**src/rtl/alu_issue_wb.sv**
```systemverilog
// alu_issue_wb
//   Issue and writeback wrapper around an external combinational ALU.
//   It holds an 8 x 16 register file and runs a two-stage pipeline:
//     EX : registered operands/opcode driven to the ALU (alu_a/alu_b/alu_op),
//          plus ex_valid/ex_rd for the instruction in flight.
//     WB : alu_y captured into wb_data, written to regfile[ex_rd], and the
//          flags are updated.
//   BYPASS = 1 forwards the in-flight ALU result to a dependent request.
//   BYPASS = 0 stalls that request for one cycle instead.
//
// Ports
//   clk, rst_n              : clock, asynchronous active-low reset
//   req_valid / req_ready   : instruction handshake
//   req_op, req_rd/ra/rb    : opcode, destination and source registers
//   alu_a, alu_b, alu_op    : registered ALU inputs
//   alu_y                   : ALU result for the current alu_a/alu_b/alu_op
//   wb_valid, wb_rd, wb_data: retired instruction (pulses once per retire)
//   flag_z, flag_n          : zero/negative flags of the last retired result
//   dbg_sel, dbg_data       : combinational register file read port
//
// Handshake: a request is taken on a rising edge where req_valid &&
// req_ready. req_ready depends only on the EX state and on req_ra/req_rb,
// never on req_valid. It is low while rst_n is low.

module alu_issue_wb #(
    parameter int BYPASS = 1
) (
    input  logic        clk,
    input  logic        rst_n,
    input  logic        req_valid,
    output logic        req_ready,
    input  logic [2:0]  req_op,
    input  logic [2:0]  req_rd,
    input  logic [2:0]  req_ra,
    input  logic [2:0]  req_rb,
    output logic [15:0] alu_a,
    output logic [15:0] alu_b,
    output logic [2:0]  alu_op,
    input  logic [15:0] alu_y,
    output logic        wb_valid,
    output logic [2:0]  wb_rd,
    output logic [15:0] wb_data,
    output logic        flag_z,
    output logic        flag_n,
    input  logic [2:0]  dbg_sel,
    output logic [15:0] dbg_data
);

    logic [15:0] regfile_q [8];
    logic [15:0] regfile_d [8];
    logic [15:0] alu_a_q, alu_a_d;
    logic [15:0] alu_b_q, alu_b_d;
    logic [2:0]  alu_op_q, alu_op_d;
    logic        ex_valid_q, ex_valid_d;
    logic [2:0]  ex_rd_q, ex_rd_d;
    logic        wb_valid_q, wb_valid_d;
    logic [2:0]  wb_rd_q, wb_rd_d;
    logic [15:0] wb_data_q, wb_data_d;
    logic        flag_z_q, flag_z_d;
    logic        flag_n_q, flag_n_d;

    logic [15:0] opnd_a;
    logic [15:0] opnd_b;
    logic        hazard;
    logic        accept;

    // Operand selection and issue control. The EX instruction writes the
    // register file only at the next edge, so a source that matches ex_rd
    // either takes alu_y directly (bypass) or waits one cycle (stall).
    always_comb begin
        opnd_a = regfile_q[req_ra];
        opnd_b = regfile_q[req_rb];
        if ((BYPASS != 0) && ex_valid_q && (ex_rd_q == req_ra)) begin
            opnd_a = alu_y;
        end
        if ((BYPASS != 0) && ex_valid_q && (ex_rd_q == req_rb)) begin
            opnd_b = alu_y;
        end
        hazard    = (BYPASS == 0) && ex_valid_q &&
                    ((ex_rd_q == req_ra) || (ex_rd_q == req_rb));
        req_ready = rst_n && !hazard;
        accept    = req_valid && req_ready;
    end

    always_comb begin
        regfile_d  = regfile_q;
        alu_a_d    = alu_a_q;
        alu_b_d    = alu_b_q;
        alu_op_d   = alu_op_q;
        ex_rd_d    = ex_rd_q;
        ex_valid_d = accept;
        wb_valid_d = ex_valid_q;
        wb_rd_d    = wb_rd_q;
        wb_data_d  = wb_data_q;
        flag_z_d   = flag_z_q;
        flag_n_d   = flag_n_q;

        if (accept) begin
            alu_a_d  = opnd_a;
            alu_b_d  = opnd_b;
            alu_op_d = req_op;
            ex_rd_d  = req_rd;
        end

        if (ex_valid_q) begin
            regfile_d[ex_rd_q] = alu_y;
            wb_rd_d            = ex_rd_q;
            wb_data_d          = alu_y;
            flag_z_d           = (alu_y == 16'h0000);
            flag_n_d           = alu_y[15];
        end
    end

    always_ff @(posedge clk or negedge rst_n) begin
        if (!rst_n) begin
            for (int i = 0; i < 8; i++) begin
                regfile_q[i] <= 16'h0000;
            end
            alu_a_q    <= 16'h0000;
            alu_b_q    <= 16'h0000;
            alu_op_q   <= 3'b000;
            ex_valid_q <= 1'b0;
            ex_rd_q    <= 3'd0;
            wb_valid_q <= 1'b0;
            wb_rd_q    <= 3'd0;
            wb_data_q  <= 16'h0000;
            flag_z_q   <= 1'b0;
            flag_n_q   <= 1'b0;
        end else begin
            for (int i = 0; i < 8; i++) begin
                regfile_q[i] <= regfile_d[i];
            end
            alu_a_q    <= alu_a_d;
            alu_b_q    <= alu_b_d;
            alu_op_q   <= alu_op_d;
            ex_valid_q <= ex_valid_d;
            ex_rd_q    <= ex_rd_d;
            wb_valid_q <= wb_valid_d;
            wb_rd_q    <= wb_rd_d;
            wb_data_q  <= wb_data_d;
            flag_z_q   <= flag_z_d;
            flag_n_q   <= flag_n_d;
        end
    end

    assign alu_a    = alu_a_q;
    assign alu_b    = alu_b_q;
    assign alu_op   = alu_op_q;
    assign wb_valid = wb_valid_q;
    assign wb_rd    = wb_rd_q;
    assign wb_data  = wb_data_q;
    assign flag_z   = flag_z_q;
    assign flag_n   = flag_n_q;
    assign dbg_data = regfile_q[dbg_sel];

endmodule

```
**config.mk**
```make
export PLATFORM = sky130hd
export DESIGN_NAME = alu_issue_wb
export DESIGN_NICKNAME = d
export VERILOG_FILES = /design/src/rtl/alu_issue_wb.sv
export SDC_FILE = /design/constraint.sdc
export NUM_CORES = 1
export LEC_CHECK = 0
export BUFFER_PORTS_ARGS = -buffer_cell sky130_fd_sc_hd__clkbuf_2
export CORE_MARGIN = 10
export CORE_UTILIZATION = 59
export DETAILED_ROUTE_END_ITERATION = 10
export PLACE_DENSITY = 0.8
export SLEW_MARGIN = 5
export SYNTH_ARGS = -nofsm -noshare
export SYNTH_HDL_FRONTEND = slang
export SYNTH_SLANG_ARGS = --single-unit
export TNS_END_PERCENT = 50
```
**constraint.sdc**
```tcl
create_clock -name clk -period 2.4 [get_ports clk]
set_input_delay 0.24 -clock clk [delete_from_list [all_inputs] [get_ports clk]]
set_output_delay 0.24 -clock clk [all_outputs]
set_load 0.01 [all_outputs]
```
## Word-level counts from Yosys, hierarchy flattened

Index checks and enable logic that the tools add are counted.

| storage, ports and cells | value |
|---|---|
| register bits after elaboration | 189 |
| output and inout bits | 74 |
| word-level logic and storage cells | 48 |

| operators by class | value |
|---|---|
| muxes and demuxes | 14 |
| bitwise logic cells | 4 |
| equal/unequal tests | 2 |
| reductions and logical operators | 5 |
| order comparisons | 5 |

Operators by type and width:

| cell | count |
|---|---|
| $bmux 16 s3 | 3 |
| $mux 16 | 9 |
| $bwmux 128 | 1 |
| $demux 16 s3 | 1 |
| $ge 4x4->1 const B | 4 |
| $logic_not 16->1 | 1 |
| $not 3->4 | 4 |
| $eq 3x3->1 | 2 |
| $logic_and 1x1->1 | 4 |
| $lt 4x1->1 const B | 1 |

## Longest topological paths before layout

| logic depth | value |
|---|---|
| word-level depth | 6 |
| mapped depth | 6 |

## Worst setup path before layout

Ideal clock, no wire load.

| path | value |
|---|---|
| kind | input to output |
| start | input port dbg_sel[0] |
| end | output port dbg_data[0] |
| data required time | 2160 ps |
| stages on the path | 4 |
| arrival | 1570 ps |
| path buffers | 2 |
| slack | 590 ps |
| cell sequence | clkbuf_1 buf_2 mux4_2 mux2_2 |

| on the way | value |
|---|---|
| longest elaborated chain between the ends | 4 |

RTL lines:

| element | RTL line | source |
|---|---|---|
| start: declaration | 45 | `input logic [2:0] dbg_sel,` |
| $not 3->4 (implied by the code) | 154 | `assign dbg_data = regfile_q[dbg_sel];` |
| $bmux 16 s3 | 154 |  |
| $mux 16 (implied by the code) (2 in series) | 154 |  |
| end: declaration | 46 | `output logic [15:0] dbg_data` |

Every way passes these cells. The select of a mux whose other input is x is not followed.

## Worst setup path after layout

| path | value |
|---|---|
| start | input port rst_n |
| end | output port req_ready |

RTL lines:

| element | RTL line | source |
|---|---|---|
| start: declaration | 29 | `input logic rst_n,` |
| end: declaration | 31 | `output logic req_ready,` |

No word-level cell between the ends.

==> results.md <==
* CTS tree: yes
* Num CTS Buffers at 17
* DP Area at 10900 sq um
* Share of layout cells above drive strength 1 at 43.53%
* # H-tree levels at 4
* Netlist cell types at 30
* Residual DRC count at 0
* DP Wirelength at 18.23 mm
* Startpoint type of the worst setup path: primary input
* Endpoint of the worst hold path: wb_data[13]$_DFFE_PN0P_
* Average size of a mapped cell at ~13 sq um
* Area grow syn2layout at 14.11%
* Final Total Pwr at about 12 mW
* Antenna cells at 0
* Worst Path Arrival at around 1.9 ns
* Area leader, netlist: dfrtp_1
* WL per Instance at approximately 26 um
* CTS max path bufs at 2
* Warnings from Yosys at 0
* Tightest Hold Check Type: primary input to register
* Final Setup Violations at 0
* WHS Path Cells at 2
* Die Span X at 151.0 um
* Synth area leaders: dfrtp_1 (46%), mux4_2 (21%), mux2_2 (10%), nand2_1 (4.9%), o21ai_0 (3.3%)
* Fmax at 467.7 MHz
* Largest net degree at the start of global routing at 76
* Mapped Area at slightly above 10000 sq um
* Initial Util at 60.65%
* Worst-Skew Late Latency at ~0.44 ns
* Most common cell in the netlist: dfrtp_1
* Syn Inst Count at about 750
* Minimum clock period at between 2 and 2.5 ns
* Final Max Tran Viols at 0
* R2r endpoint: alu_b[3]$_DFFE_PN0P_
* DR vias at 7329
* Vias per std cell at about 6.7
* R2R Setup Slk at approximately 0.44 ns
* Layout net count at around 900
* TritonRoute pass-1 iters at 4
* Row cnt at 47
* Final wirelength at approximately 29 mm
* Placed insts at approximately 1.0k
* FF-to-FF Start: ex_rd_q[2]$_DFFE_PN0P_
* Die ar. at roughly 23000 sq um
* GRT overflow at 0
* Crit. End Element: output port
* CP max FO at 59
* Worst-Margin Slew at around 0.95 ns
* # IOs at around 110
* Top post-synthesis cells by count: dfrtp_1 (188), nand2_1 (133), mux4_2 (96)
* Max-cap violations at 0
* Worst-path clk slew at 0.08 ns
* Ys flop type: dfrtp_1
* Final worst-path cycle share at between 80% and 90%
* Cell Pwr Density at between 1000 and 1500 nW/um^2
* Layout Utilization at 69.20%
* Peak supply drop at 642.8 uV
* Post-route cell area at between 10000 and 15000 sq um
* Hold path start: alu_y[13]
* Syn_nets at a little under 800
* Global-route wire length before repair at 44.53 mm
* TNS Setup at 0 ns
* IO buf count at about 110
* Synth Register Bits at between 150 and 200
* Final Skew at ~0.0090 ns
* All-Layer GR Usage at 25.78%
* Sequential share of the synthesized area at 46.45%
* FF-to-FF path depth at 3
* Clock root buffer: clkbuf_16
* CP Data Required Time at around 2.2 ns
* Hold Violations, Final at 0
* Final ANT Viol Nets at 0
* Static Leak at between 5 and 6 nW
* DR iter-0 viols at approximately 650
* Placer Congestion at just over 0.9
* Unrepaired setup endpoints after global routing: no
* Yosys top cell area share at 46.45%
* Fin cells at roughly 1.1k
* EDFF count, synth at 0
* Post-CTS Resized at 0
* Worst Setup Path Type: primary input to output port
* Die Height at 151.0 um
* Initial antenna violation count at 0
* Core area at approximately 17000 sq um
* Async S/R FF share, synth at between 90% and 100%
* CTS Sinks at 188
* Fill cell count at 1183
* Post-CTS setup buffers at 0
* Status: completed
* Worst slew margin at between 30% and 40%
* Vias in the first global route at around 7.8k
[worst max path at each step]
stage / cells after the start / slack [ns] / end / start
after global placement: 5 / 0.55 / dbg_data[4] / dbg_sel[0]
final: 4 / 0.26 / req_ready / rst_n
after detailed placement: 3 / 0.47 / alu_b[3]$_DFFE_PN0P_ / ex_rd_q[2]$_DFFE_PN0P_
after CTS: 4 / 0.24 / req_ready / rst_n
after global routing: 4 / 0.11 / req_ready / rst_n
after floorplan: 4 / 0.59 / dbg_data[0] / dbg_sel[0]
[final cells by class]
class                           count  area (sq um)  area share [%]
Clock inverter                     14         147.6           1.277
Tap cell                          220         275.3           2.382
Inverter                           19         71.32          0.6171
Timing Repair Buffer              145         897.1           7.762
Sequential cell                   188          4705           40.71
Clock buffer                       18         439.2           3.800
Multi-Input combinational cell    482          5022           43.46
[timing repair]
item	4_1_cts	5_1_grt
endpoints found under the setup margin	0	0
endpoints found under the hold margin	16	0
hold buffers	7	0
[kinds of logic (layout without fill, tap and decap cells)]
| group | Yosys count | after routing | share of synthesized area, % |
|---|---|---|---|
| AO/OA/AOI/OAI | 100 | 100 | 7.017 |
| XOR/XNOR | 6 | 6 | 0.6671 |
| buffers and inverters | 83 | 196 | 3.965 |
| flip-flops | 188 | 188 | 46.45 |
| multiplexers | 226 | 226 | 35.40 |
| AND/OR/NAND/NOR | 150 | 150 | 6.498 |
[per-stage QoR]
step,setup slack [ns],hold WS [ns]
after floorplan,0.5896,-0.05559
after global placement,0.5507,0.08701
after detailed placement,0.4718,0.08928
after CTS,0.2353,0.1481
after global routing,0.1109,0.1667
final,0.2619,0.1629
[critical path, stage by stage]
cell and delay (ns):
dlygate4sd3_1 0.54, clkbuf_8 0.21, buf_4 0.61, clkbuf_2 0.26
[power by group]
| part | switching, mW | internal (mW) |
|---|---|---|
| Combinational | 1.59 | 2.26 |
| Sequential | 1.17 | 4.33 |
| Clock | 1.35 | 1.50 |
| Total | 4.11 | 8.10 |
[flip-flops by register name (all words and copies together), names as in the netlist]
name and cells:
alu_a 16, alu_b 16, alu_op 3, ex_rd_q 3, ex_valid_q 1, flag_z 1
regfile_q 128, wb_data 16, wb_rd 3, wb_valid 1
[layout by cell type, fill, tap and decap left out, drive strengths merged, types with 4 or more instances in the layout]
cell         count
dfrtp          188
mux2i           32
nor4             4
mux2            98
o21ai           66
nand2          133
buf             31
clkinv           5
inv             27
clkbuf         125
mux4            96
dlygate4sd3      7
o221ai          32
[routing by layer]
layer | part of all wire [%] | track usage, %
met1 | 37 | 31.40
met2 | 50 | 42.25
met3 | 9.1 | 7.518
met4 | 3.3 | 10.83
met5 | 0 | 0
No activity file was read; power rests on OpenSTA's default activity.
